$ cat src/rtl/rmii_tx_pkg.sv
// rmii_tx_pkg: shared definitions for the RMII transmit framer.
//   tx_state_t     - framer sequencer states
//   PREAMBLE_BYTE  - 0x55 preamble byte, SFD_BYTE - 0xD5 start-of-frame delimiter
//   FCS_DIBITS     - number of dibit cycles used to send the 32-bit FCS
//   CRC_RESIDUE    - receiver-side CRC register value over payload+FCS of a good frame
//   crc32_bit()    - one bit step of the reflected Ethernet CRC32
package rmii_tx_pkg;

   typedef enum logic [2:0] {
      ST_IDLE,
      ST_PREAMBLE,
      ST_SFD,
      ST_DATA,
      ST_PAD,
      ST_FCS,
      ST_IFG
   } tx_state_t;

   localparam logic [7:0]  PREAMBLE_BYTE = 8'h55;
   localparam logic [7:0]  SFD_BYTE      = 8'hD5;
   localparam int          FCS_DIBITS    = 16;
   localparam logic [31:0] CRC_RESIDUE   = 32'hDEBB20E3;
   localparam logic [31:0] CRC_POLY      = 32'hEDB88320;

   // Reflected CRC32: data enters LSB-first, the register shifts right.
   function automatic logic [31:0] crc32_bit(input logic [31:0] crc, input logic b);
      logic [31:0] sh;
      sh = {1'b0, crc[31:1]};
      return (crc[0] ^ b) ? (sh ^ CRC_POLY) : sh;
   endfunction

endpackage

$ cat src/rtl/crc_gen.sv
// crc_gen: 2-bit-per-cycle Ethernet CRC32 engine.
// Ports:
//   clk_i      - clock
//   rst_i      - asynchronous active-high reset (state -> all-ones)
//   clr_i      - synchronous clear (state -> all-ones), has priority over en_i
//   en_i       - fold dibit_i into the CRC state this cycle
//   dibit_i    - dibit, bit 0 is earlier on the wire
//   crc_next_o - state after folding dibit_i (uncomplemented), combinational
module crc_gen
   import rmii_tx_pkg::*;
(
   input  logic        clk_i,
   input  logic        rst_i,
   input  logic        clr_i,
   input  logic        en_i,
   input  logic [1:0]  dibit_i,
   output logic [31:0] crc_next_o
);

   logic [31:0] crc_q;

   always_comb begin
      crc_next_o = crc32_bit(crc32_bit(crc_q, dibit_i[0]), dibit_i[1]);
   end

   always_ff @(posedge clk_i or posedge rst_i) begin
      if (rst_i) begin
         crc_q <= '1;
      end else if (clr_i) begin
         crc_q <= '1;
      end else if (en_i) begin
         crc_q <= crc_next_o;
      end
   end

endmodule

$ cat src/rtl/rmii_tx_framer.sv
// rmii_tx_framer: RMII (2-bit) transmit frame sequencer.
// Emits preamble + SFD, serialises payload bytes LSB-first as dibits, appends
// the CRC32 FCS and enforces the inter-frame gap.
// Build option: define RMII_TX_PAD_EN to zero-pad short payloads up to
// MIN_FRAME_BYTES before the FCS; without it short frames go out unpadded.
// Ports:
//   clk_i      - 50 MHz RMII reference clock
//   rst_i      - asynchronous active-high reset
//   data_i     - payload byte (dest MAC through end of payload)
//   valid_i    - data_i valid
//   last_i     - data_i is the final payload byte
//   ready_o    - byte consumed this cycle when valid_i & ready_o
//   txd_o      - RMII TXD[1:0], registered
//   tx_en_o    - RMII TX_EN, registered
//   busy_o     - high whenever the sequencer is not idle
//   underrun_o - one-cycle pulse when a frame is aborted for lack of data
module rmii_tx_framer
   import rmii_tx_pkg::*;
#(
   parameter int PREAMBLE_BYTES  = 7,
   parameter int IFG_DIBITS      = 48,
   parameter int MIN_FRAME_BYTES = 60
) (
   input  logic       clk_i,
   input  logic       rst_i,
   input  logic [7:0] data_i,
   input  logic       valid_i,
   input  logic       last_i,
   output logic       ready_o,
   output logic [1:0] txd_o,
   output logic       tx_en_o,
   output logic       busy_o,
   output logic       underrun_o
);

   localparam int CYC_W = 16;
   localparam int CNT_W = $clog2(MIN_FRAME_BYTES + 1);

   tx_state_t        state_q, state_n;
   logic [1:0]       idx_q, idx_n;
   logic [CYC_W-1:0] cyc_q, cyc_n;
   logic [CNT_W-1:0] cnt_q, cnt_n;
   logic             last_seen_q, last_seen_n;
   logic [7:0]       byte_q;
   logic [31:0]      fcs_q;
   logic             clr_q;

   logic [1:0]       dibit_c;
   logic             en_c, crc_en_c, abort_c, fcs_load_c, take_c;
   logic [31:0]      crc_next;

   // A byte is requested only in the last dibit of SFD or of a non-final
   // payload byte, so the byte register refills exactly when it empties.
   assign ready_o = ((state_q == ST_SFD) || ((state_q == ST_DATA) && !last_seen_q))
                    && (idx_q == 2'd3);
   assign take_c  = ready_o && valid_i;
   assign busy_o  = (state_q != ST_IDLE);

   crc_gen u_crc (
      .clk_i      (clk_i),
      .rst_i      (rst_i),
      .clr_i      (clr_q),
      .en_i       (crc_en_c),
      .dibit_i    (dibit_c),
      .crc_next_o (crc_next)
   );

   always_comb begin
      state_n     = state_q;
      idx_n       = idx_q;
      cyc_n       = cyc_q;
      cnt_n       = cnt_q;
      last_seen_n = last_seen_q;
      dibit_c     = 2'b00;
      en_c        = 1'b0;
      crc_en_c    = 1'b0;
      abort_c     = 1'b0;
      fcs_load_c  = 1'b0;

      if (take_c) begin
         last_seen_n = last_i;
         if (cnt_q != CNT_W'(MIN_FRAME_BYTES)) begin
            cnt_n = cnt_q + CNT_W'(1);
         end
      end

      case (state_q)
         ST_IDLE: begin
            last_seen_n = 1'b0;
            cnt_n       = '0;
            idx_n       = 2'd0;
            // The first preamble dibit is launched from IDLE so tx_en_o
            // rises one cycle after valid_i and the gap stays exact.
            if (valid_i) begin
               dibit_c = PREAMBLE_BYTE[1:0];
               en_c    = 1'b1;
               cyc_n   = CYC_W'(1);
               state_n = ST_PREAMBLE;
            end
         end
         ST_PREAMBLE: begin
            dibit_c = PREAMBLE_BYTE[1:0];
            en_c    = 1'b1;
            cyc_n   = cyc_q + CYC_W'(1);
            if (cyc_q == CYC_W'(PREAMBLE_BYTES * 4 - 1)) begin
               idx_n   = 2'd0;
               state_n = ST_SFD;
            end
         end
         ST_SFD: begin
            dibit_c = SFD_BYTE[{idx_q, 1'b0} +: 2];
            en_c    = 1'b1;
            idx_n   = idx_q + 2'd1;
            if (idx_q == 2'd3) begin
               if (valid_i) begin
                  state_n = ST_DATA;
               end else begin
                  abort_c = 1'b1;
                  cyc_n   = '0;
                  state_n = ST_IFG;
               end
            end
         end
         ST_DATA: begin
            dibit_c  = byte_q[{idx_q, 1'b0} +: 2];
            en_c     = 1'b1;
            crc_en_c = 1'b1;
            idx_n    = idx_q + 2'd1;
            if (idx_q == 2'd3) begin
               cyc_n = '0;
               if (last_seen_q) begin
`ifdef RMII_TX_PAD_EN
                  if (cnt_q < CNT_W'(MIN_FRAME_BYTES)) begin
                     state_n = ST_PAD;
                  end else begin
                     fcs_load_c = 1'b1;
                     state_n    = ST_FCS;
                  end
`else
                  fcs_load_c = 1'b1;
                  state_n    = ST_FCS;
`endif
               end else if (!valid_i) begin
                  abort_c = 1'b1;
                  state_n = ST_IFG;
               end
            end
         end
`ifdef RMII_TX_PAD_EN
         ST_PAD: begin
            dibit_c  = 2'b00;
            en_c     = 1'b1;
            crc_en_c = 1'b1;
            idx_n    = idx_q + 2'd1;
            if (idx_q == 2'd3) begin
               cnt_n = cnt_q + CNT_W'(1);
               if (cnt_q == CNT_W'(MIN_FRAME_BYTES - 1)) begin
                  fcs_load_c = 1'b1;
                  cyc_n      = '0;
                  state_n    = ST_FCS;
               end
            end
         end
`endif
         ST_FCS: begin
            dibit_c = fcs_q[1:0];
            en_c    = 1'b1;
            cyc_n   = cyc_q + CYC_W'(1);
            if (cyc_q == CYC_W'(FCS_DIBITS - 1)) begin
               cyc_n   = '0;
               state_n = ST_IFG;
            end
         end
         ST_IFG: begin
            cyc_n = cyc_q + CYC_W'(1);
            if (cyc_q == CYC_W'(IFG_DIBITS - 1)) begin
               state_n = ST_IDLE;
            end
         end
         default: begin
            state_n = ST_IDLE;
         end
      endcase
   end

   always_ff @(posedge clk_i or posedge rst_i) begin
      if (rst_i) begin
         state_q     <= ST_IDLE;
         idx_q       <= 2'd0;
         cyc_q       <= '0;
         cnt_q       <= '0;
         last_seen_q <= 1'b0;
         clr_q       <= 1'b1;
         txd_o       <= 2'b00;
         tx_en_o     <= 1'b0;
         underrun_o  <= 1'b0;
      end else begin
         state_q     <= state_n;
         idx_q       <= idx_n;
         cyc_q       <= cyc_n;
         cnt_q       <= cnt_n;
         last_seen_q <= last_seen_n;
         clr_q       <= (state_q == ST_IFG) || (state_q == ST_IDLE);
         txd_o       <= dibit_c;
         tx_en_o     <= en_c;
         underrun_o  <= abort_c;
      end
   end

   // The FCS register is loaded with the complement of the CRC that already
   // includes the dibit leaving in this same cycle, then drained LSB-first.
   always_ff @(posedge clk_i) begin
      if (take_c) begin
         byte_q <= data_i;
      end
      if (fcs_load_c) begin
         fcs_q <= ~crc_next;
      end else if (state_q == ST_FCS) begin
         fcs_q <= {2'b00, fcs_q[31:2]};
      end
   end

endmodule
$ cat config.mk
export PLATFORM = sky130hd
export DESIGN_NAME = rmii_tx_framer
export DESIGN_NICKNAME = d
export VERILOG_FILES = /design/src/rtl/rmii_tx_pkg.sv /design/src/rtl/crc_gen.sv /design/src/rtl/rmii_tx_framer.sv
export SDC_FILE = /design/constraint.sdc
export NUM_CORES = 1
export LEC_CHECK = 0
export CAP_MARGIN = 10
export CORE_MARGIN = 2
export CORE_UTILIZATION = 60
export CTS_CLUSTER_DIAMETER = 80
export DETAILED_ROUTE_END_ITERATION = 12
export PLACE_DENSITY_LB_ADDON = 0.05
export SYNTH_ARGS = -nofsm -noshare
export SYNTH_HDL_FRONTEND = slang
export SYNTH_SLANG_ARGS = --single-unit
$ cat constraint.sdc
create_clock -name clk_i -period 3.07 [get_ports clk_i]
set_clock_uncertainty 0.2 [all_clocks]
set_input_delay 0.4605 -clock clk_i [delete_from_list [all_inputs] [get_ports clk_i]]
set_output_delay 0.4605 -clock clk_i [all_outputs]
set_load 0.03 [all_outputs]
==> results.py, run 1 <==
metrics = {
    "outcome": {
        "status": "complete, no violations",
    },
    "route": {
        "detail_route.wl_per_cell_um": 17.6,
        "postRouteAntennaNets": 0,
        "drt-vias-per-instance": 6.15,
        "drt-total-wl_um": 10500,
        "vias": 3661,
        "drc_errors": 0,
        "drt_iter0_markers": 158,
        "first_pass_iters": 4,
    },
    "power_and_ir_drop": {
        "power_frac_comb_pct": 1.5,
        "p_sw_uw": 472,
        "p_leak_nw": 2.32,
        "p_int_mw": 1.77,
        "pwr-share-seq_pct": 61.3,
        "worst_ir_drop_vdd_mv": 0.263,
        "switching_share_pct": 21.1,
        "powerDensity_nw_per_um2": 397,
        "p_total_mw": 2.24,
        "power_frac_clock_pct": 37.2,
    },
    "job": {
        "max_cap_viol_count": 0,
    },
    "logic_synthesis": {
        "ys_seq_area_share_pct": 52.1,
        "avgSynthCellArea_um2": 11.0,
        "ys_ff_latch": 99,
        "syn_nets": 488,
        "async_flop_share_pct": 59.6,
        "yosys_warnings": 0,
        "synth-edff-count": 40,
        "netlist_instances": 474,
        "synthFlopType": "edfxtp_1",
        "netlist_area_um2": 5220,
        "ys_types": 72,
    },
    "clock_network": {
        "htreeDepth": 3,
        "cts_tree": "yes",
        "clk_path_buf_depth": 2,
        "cts_sinks": 99,
        "cts.reportedPaths.clkPinSlew_ns": 0.10,
        "postCtsSetupRepairBufs": 0,
        "postCtsHoldBufs": 0,
        "cts_resized": 0,
        "numCtsBuffers": 9,
        "insertion_delay_ns": 0.37,
        "cts_root_buffer": "clkbuf_8",
    },
    "cells_and_area": {
        "drive_gt1_share_pct": 20.9,
        "final_cells": 595,
        "final_util_pct": 65.6,
        "fin_nets": 496,
        "diodes": 0,
        "final_common_cell": "nand2_1",
        "nFillCells": 666,
        "layout_common_cells": "63 x nand2_1, 40 x edfxtp_1, 33 x dfstp_2, 29 x o21ai_0, 26 x dfrtp_1",
        "area_growth_pct": 8.01,
    },
    "placed_design": {
        "numPortBuffers": 17,
        "numPlacedInstances": 579,
        "dpl.hpwl_um": 6700,
        "routabilityCongestion": 0.796,
    },
    "worst_setup_path": {
        "path_class": "reg2out",
        "cp_data_required_time_ns": 2.41,
        "reg2regPathDepth": 5,
        "setup.worst_path.start_class": "flop",
        "crit_path_max_fanout": 13,
        "critPathCaptureType": "primary output",
        "cp.arrival_ns": 2.16,
    },
    "timing": {
        "finalHoldViolCount": 0,
        "fin_crit_sh_pct": 92.0,
        "tns_ns": 0,
        "rsz0062_at_grt": "false",
        "period_needed_ns": 2.82,
        "max_slew.worst_pin.slew_ns": 0.644,
        "maxSlewViolCount": 0,
        "max_freq_mhz": 354,
        "hold_ws_ns": 0.287,
        "slew_headroom_pct": 57.0,
        "finalSetupViolations": 0,
    },
    "die": {
        "io_pins": 18,
        "dieWidth_um": 97.3,
        "die_y_um": 97.3,
        "rows": 34,
        "core-area_um2": 8590,
        "start_util_pct": 60.7,
        "fp.dieArea_um2": 9460,
    },
    "hold_path": {
        "min_path_type": "in2async",
    },
    "global_route": {
        "overflow": 0,
        "grt_usage_pct": 23.8,
        "grt_pass1_vias": 3726,
        "grt_start_max_net_pins": 49,
        "antenna_found_initial": 0,
        "grt_pass1_wl_um": 18100,
    },
}
==> path summary, 6_finish.rpt <==
check | to | startpoint | slack [ns]
worst max-delay path | ready_o | state_q[1] | 0.25
min in group clk_i | u_crc.crc_q[2] | u_crc.crc_q[4] | 0.29
worst min register to register | u_crc.crc_q[2] | u_crc.crc_q[4] | 0.29
max in group asynchronous | u_crc.crc_q[0] | rst_i | 1.72
worst max register to register | fcs_q[20] | state_q[1] | 0.33
worst min-delay path | cyc_q[10] | rst_i | 0.29
==> synthesized netlist by cell type, types with 8 or more instances <==
master	number	share of area, %
dfrtp_1	26	12
o21ai_0	29	2.8
or4_1	12	1.7
nand2_1	63	4.5
nor2_1	11	0.79
clkbuf_1	17	1.2
inv_1	10	0.72
edfxtp_1	40	23
o22ai_1	8	0.96
a21oi_1	16	1.5
xnor2_1	19	3.2
nand3_1	20	1.9
o211ai_1	8	1.2
mux2_2	8	1.7
and2_1	13	1.6
a31oi_1	8	0.96
dfstp_2	33	17
==> final cells by class <==
cell class / instances / area [µm²] / area share [%]
clock buffer: 10 / 128 / 2.26
clock inverter: 6 / 66.3 / 1.18
tap: 108 / 135 / 2.40
multi-input combinational: 332 / 2260 / 40.1
timing repair buffer: 29 / 285 / 5.06
sequential: 99 / 2720 / 48.2
inverter: 11 / 41.3 / 0.732
==> flip-flops by register name (all words and copies together) (netlist names) <==
name / cells
byte_q: 8
clr_q: 1
cyc_q: 16
fcs_q: 32
idx_q: 2
last_seen_q: 1
state_q: 3
tx_en_o: 1
txd_o: 2
u_crc.crc_q: 32
underrun_o: 1
==> kinds of logic after synthesis <==
group / count (synthesis) / synth area share [%]
simple gates: 171 / 18.0
buf+inv: 43 / 4.55
flops: 99 / 52.1
xor+xnor: 28 / 6.28
mux: 11 / 2.54
fa+ha+maj: 2 / 0.479
compound gates: 120 / 16.0
==> power by group through the flow <==
stage	Clock, mW	Combinational, mW	Sequential [mW]
after floorplan	0	0.0112	1.40
after global placement	0	0.0349	1.40
after detailed placement	0	0.0351	1.40
after CTS	0.856	0.0351	1.37
after global routing	0.911	0.0387	1.37
final	0.832	0.0337	1.37
==> worst max-delay path, cell delays in order (launching register included) <==
cell and delay [ns]:
dfrtp_1 0.64, and2b_2 0.29, and3_1 0.20, clkdlybuf4s50_1 0.68
==> metal layers <==
layer / routed length, µm / GRT usage, % / vias to the layer above
met5: 0 / 0 / -
met3: 348 / 5.25 / 17
li1: - / - / 1758
met4: 174 / 8.33 / 0
met2: 5210 / 39.6 / 68
met1: 4760 / 31.2 / 1818
==> per-stage QoR <==
step	setup slack, ns	area, µm²
6_report	0.245	5640
5_1_grt	0.150	5640
4_1_cts	0.233	5640
3_5_place_dp	0.129	5440
3_3_place_gp	0.195	5440
2_1_floorplan	0.455	5220
Note: power is estimated with default switching activity, not from simulation.
==> run 2, diff against run 1 <==
DONT_BUFFER_PORTS = 1   (was default)
HOLD_SLACK_MARGIN = 0.15   (was default)
REMOVE_ABC_BUFFERS = 1   (was default)
==> results.py, run 2 (same netlist as run 1, synthesis figures left out) <==
metrics = {
    "cells_and_area": {
        "final_util_pct": 65.1,
        "diodes": 0,
        "fin_nets": 491,
        "drive_gt1_share_pct": 21.4,
        "final_common_cell": "nand2_1",
        "layout_common_cells": "63 x nand2_1, 40 x edfxtp_1, 33 x dfstp_2, 29 x o21ai_0, 26 x dfrtp_1",
        "reg.largest.list": "fcs_q (32), u_crc.crc_q (32), cyc_q (16)",
        "area_growth_pct": 7.19,
    },
    "power_and_ir_drop": {
        "p_total_mw": 2.26,
        "powerDensity_nw_per_um2": 404,
        "worst_ir_drop_vdd_mv": 0.201,
        "p_leak_nw": 2.30,
    },
    "timing": {
        "finalSetupViolations": 0,
        "maxSlewViolCount": 0,
        "fin_crit_sh_pct": 91.6,
        "setup_ws_ns": 0.258,
        "slew_headroom_pct": 43.2,
        "rsz0062_at_grt": "false",
        "tns_ns": 0,
        "finalHoldViolCount": 0,
        "period_needed_ns": 2.81,
        "max_slew.worst_pin.slew_ns": 0.851,
        "max_freq_mhz": 356,
    },
    "worst_setup_path": {
        "setup.worst_path.start_class": "flop",
        "r2r_slack_ns": 0.26,
        "startpoint": "state_q[1]",
        "critPathTopFamily": "compound AO/OA/AOI/OAI gates",
        "cp_slowest_cell": "o221ai_2",
        "path_class": "reg2reg",
        "path_buf_inv": 0,
        "cp.depth": 5,
        "worstSetupEndpoint": "fcs_q[19]",
        "cp_cell_sequence": "o21ba_1 > o221ai_2 > a21oi_2 > or4_1 > a41o_1",
        "worstReg2RegStart": "state_q[1]",
        "cp.arrival_ns": 2.74,
        "cp_data_required_time_ns": 2.99,
        "crit_path_max_fanout": 15,
        "critPathMaxStageDelay_ns": 0.67,
        "critPathCaptureType": "flop",
        "worstReg2RegEnd": "fcs_q[19]",
        "reg2regPathDepth": 5,
    },
    "route": {
        "drt_iter0_markers": 169,
        "drt-total-wl_um": 10500,
        "postRouteAntennaNets": 0,
        "drt-vias-per-instance": 6.18,
        "detail_route.wl_per_cell_um": 17.8,
        "vias": 3645,
        "drc_errors": 0,
        "first_pass_iters": 5,
    },
    "die": {
        "start_util_pct": 60.7,
        "dieWidth_um": 97.3,
        "fp.dieArea_um2": 9460,
        "die_y_um": 97.3,
        "rows": 34,
        "core-area_um2": 8590,
        "io_pins": 18,
    },
    "placed_design": {
        "numPortBuffers": 0,
        "routabilityCongestion": 0.863,
        "dpl.hpwl_um": 6640,
        "pre_cts_slack_ns": 0.281,
    },
    "global_route": {
        "grt_pass1_vias": 3458,
        "grt_usage_pct": 23.5,
        "grt_start_max_net_pins": 48,
        "antenna_found_initial": 0,
        "grt_pass1_wl_um": 17600,
        "overflow": 0,
    },
    "clock_network": {
        "clk_path_buf_depth": 2,
        "numCtsBuffers": 9,
        "htreeDepth": 3,
        "cts_sinks": 99,
        "cts_root_buffer": "clkbuf_8",
        "cts_resized": 0,
        "cts.reportedPaths.clkPinSlew_ns": 0.09,
        "cts_tree": "yes",
        "insertion_delay_ns": 0.36,
    },
    "hold_path": {
        "min_path_type": "in2reg",
        "holdPathStages": 2,
    },
    "outcome": {
        "status": "complete, no violations",
    },
    "job": {
        "max_cap_viol_count": 0,
    },
}
==> run 2: cell count changes in the layout (fill, tap and decap cells not counted) <==
cell             previous run  this run
clkinvlp_4                  0         2
clkbuf_8                    9        10
clkinv_4                    3         1
clkdlybuf4s50_1            17         0
buf_4                      10        11
dlygate4sd3_1               0        11
clkinv_2                    2         0
inv_6                       0         1
==> run 2: layout make-up <==
class	count	area (µm²)
repair buffers	24	233
well taps	108	135
inverters	11	41.3
flip-flops and latches	99	2720
multi-input cells	332	2260
fillers	669	3000
clock buffers	11	141
clock inverters	5	62.6
==> run 2: timing repair <==
action	CTS	global route
setup buffers	0	0
hold buffers	11	0
hold endpoints to repair	37	0
==> run 2: how the worst min path moves through the flow <==
stage                          from         endpoint  slack, ns
floorplan           u_crc.crc_q[18]  u_crc.crc_q[16]       0.27
global placement    u_crc.crc_q[18]  u_crc.crc_q[16]       0.28
detailed placement  u_crc.crc_q[18]  u_crc.crc_q[16]       0.28
CTS                         valid_i          tx_en_o       0.18
global route                valid_i          tx_en_o       0.20
finish                      valid_i          tx_en_o       0.19
==> run 2: per-stage QoR <==
step / instances / hold slack (ns) / area, µm²
final: 590 / 0.193 / 5600
after global routing: 590 / 0.203 / 5600
after CTS: 590 / 0.181 / 5600
after detailed placement: 563 / 0.280 / 5280
after global placement: 563 / 0.280 / 5280
after floorplan: 442 / 0.267 / 5020
==> run 2: power breakdown <==
part | internal (mW) | switching (mW) | leakage [nW]
sequential | 1.37 | 0 | 1.13
combinational | 0.0113 | 0.0187 | 1.08
clock | 0.404 | 0.455 | 0.0962
total | 1.79 | 0.473 | 2.30
==> run 2: layer usage <==
layer | global-route usage, % | vias up | share of wire, %
li1 | - | 1753 | -
met1 | 35.1 | 1812 | 49
met2 | 35.3 | 64 | 47
met3 | 3.74 | 16 | 3.0
met4 | 8.12 | 0 | 1.5
met5 | 0 | - | 0
==> run 3, diff against run 2 <==
CORE_MARGIN = default   (was 2)
clock period = 3.42 ns   (was 3.07 ns; I/O delays follow)
==> results.py, run 3 (same netlist as run 1, synthesis figures left out) <==
metrics = {
    "cells_and_area": {
        "reg.largest.list": "fcs_q (32), u_crc.crc_q (32), cyc_q (16)",
        "layout_common_cells": "63 x nand2_1, 40 x edfxtp_1, 33 x dfstp_2, 29 x o21ai_0, 26 x dfrtp_1",
        "area_growth_pct": 5.85,
        "diodes": 0,
        "fin_nets": 488,
        "final_cells": 584,
        "drive_gt1_share_pct": 20.5,
        "final_common_cell": "nand2_1",
        "nFillCells": 640,
    },
    "worst_setup_path": {
        "critPathCaptureType": "flop",
        "path_class": "reg2reg",
        "startpoint": "state_q[2]",
        "cp.arrival_ns": 2.96,
        "reg2regPathDepth": 5,
        "crit_path_max_fanout": 21,
        "setup.worst_path.start_class": "flop",
        "r2r_slack_ns": 0.37,
        "worstReg2RegStart": "state_q[2]",
        "cp_data_required_time_ns": 3.33,
    },
    "placed_design": {
        "numPortBuffers": 0,
        "dpl.hpwl_um": 6680,
        "routabilityCongestion": 0.834,
        "numPlacedInstances": 556,
    },
    "power_and_ir_drop": {
        "power_frac_comb_pct": 1.3,
        "worst_ir_drop_vdd_mv": 0.285,
        "p_total_mw": 1.99,
        "powerDensity_nw_per_um2": 360,
        "pwr-share-seq_pct": 61.8,
        "p_int_mw": 1.58,
        "switching_share_pct": 20.8,
        "power_frac_clock_pct": 36.8,
        "p_leak_nw": 2.27,
        "p_sw_uw": 414,
    },
    "route": {
        "first_pass_iters": 4,
        "drt-total-wl_um": 10500,
        "drt_iter0_markers": 178,
        "vias": 3599,
        "postRouteAntennaNets": 0,
        "drc_errors": 0,
        "detail_route.wl_per_cell_um": 18.0,
        "drt-vias-per-instance": 6.16,
    },
    "die": {
        "die_y_um": 95.3,
        "dieWidth_um": 95.3,
        "fp.dieArea_um2": 9080,
        "rows": 33,
        "io_pins": 18,
        "start_util_pct": 62.9,
        "core-area_um2": 8300,
    },
    "clock_network": {
        "clk_path_buf_depth": 2,
        "cts.reportedPaths.clkPinSlew_ns": 0.09,
        "cts_tree": "yes",
        "htreeDepth": 3,
        "cts_resized": 0,
        "cts_root_buffer": "clkbuf_8",
        "postCtsSetupRepairBufs": 0,
        "postCtsHoldBufs": 11,
        "numCtsBuffers": 9,
        "insertion_delay_ns": 0.37,
        "cts_sinks": 99,
    },
    "global_route": {
        "grt_pass1_wl_um": 17500,
        "grt_pass1_vias": 3540,
        "grt_start_max_net_pins": 36,
        "grt_usage_pct": 25.7,
        "overflow": 0,
        "antenna_found_initial": 0,
    },
    "timing": {
        "maxSlewViolCount": 0,
        "finalHoldViolCount": 0,
        "slew_headroom_pct": 45.9,
        "max_slew.worst_pin.slew_ns": 0.811,
        "fin_crit_sh_pct": 89.0,
        "period_needed_ns": 3.05,
        "finalSetupViolations": 0,
        "rsz0062_at_grt": "false",
        "max_freq_mhz": 328,
        "hold_ws_ns": 0.185,
    },
    "hold_path": {
        "holdPathStages": 2,
        "min-delay-start": "valid_i",
        "min_path_type": "in2reg",
    },
    "job": {
        "max_cap_viol_count": 0,
    },
    "outcome": {
        "status": "complete, no violations",
    },
}
[run 3: through the flow]
stage | setup TNS [ns] | utilization [%] | setup WS [ns] | cell area (µm²)
floorplan | -20.26 | - | -0.620 | 5020
global placement | 0 | 62.9 | 0.419 | 5220
detailed placement | 0 | 62.9 | 0.260 | 5220
CTS | 0 | 66.5 | 0.244 | 5520
global route | 0 | 66.6 | 0.185 | 5530
finish | 0 | 66.6 | 0.375 | 5530
[run 3: worst max-delay path: stages, from the launching register on]
cell and delay [ns]:
dfrtp_1 0.73, inv_1 0.25, o221ai_2 0.71, nand2_2 0.37, xnor2_1 0.25, mux2_2 0.27
[run 3: per-layer routing]
layer	vias to the layer above	global-route usage, %	wire length, µm
li1	1741	-	-
met1	1778	35.2	4920
met2	66	41.3	5020
met3	14	5.50	438
met4	0	7.07	154
met5	-	0	0
[run 3: power groups by stage]
stage | logic (mW) | registers (mW) | clock network (mW)
global placement | 0.0168 | 1.25 | 0
detailed placement | 0.0173 | 1.25 | 0
finish | 0.0266 | 1.23 | 0.733
CTS | 0.0274 | 1.23 | 0.754
global route | 0.0301 | 1.23 | 0.793
floorplan | 0.0101 | 1.25 | 0
[run 3: area by class of cell]
cell class	count	area, µm²	area share (%)
Timing Repair Buffer	21	185	3.35
Clock buffer	11	131	2.38
Inverter	11	41.3	0.747
Clock inverter	5	53.8	0.974
Sequential cell	99	2720	49.2
Multi-Input combinational cell	332	2260	41.0
Tap cell	105	131	2.38
[run 3: final timing paths]
path                              endpoint
hold reg to reg            u_crc.crc_q[12]
max in group asynchronous       state_q[0]
min in group asynchronous         txd_o[1]
hold / removal                  state_q[0]
setup reg to reg                  fcs_q[4]
setup / recovery                  fcs_q[4]
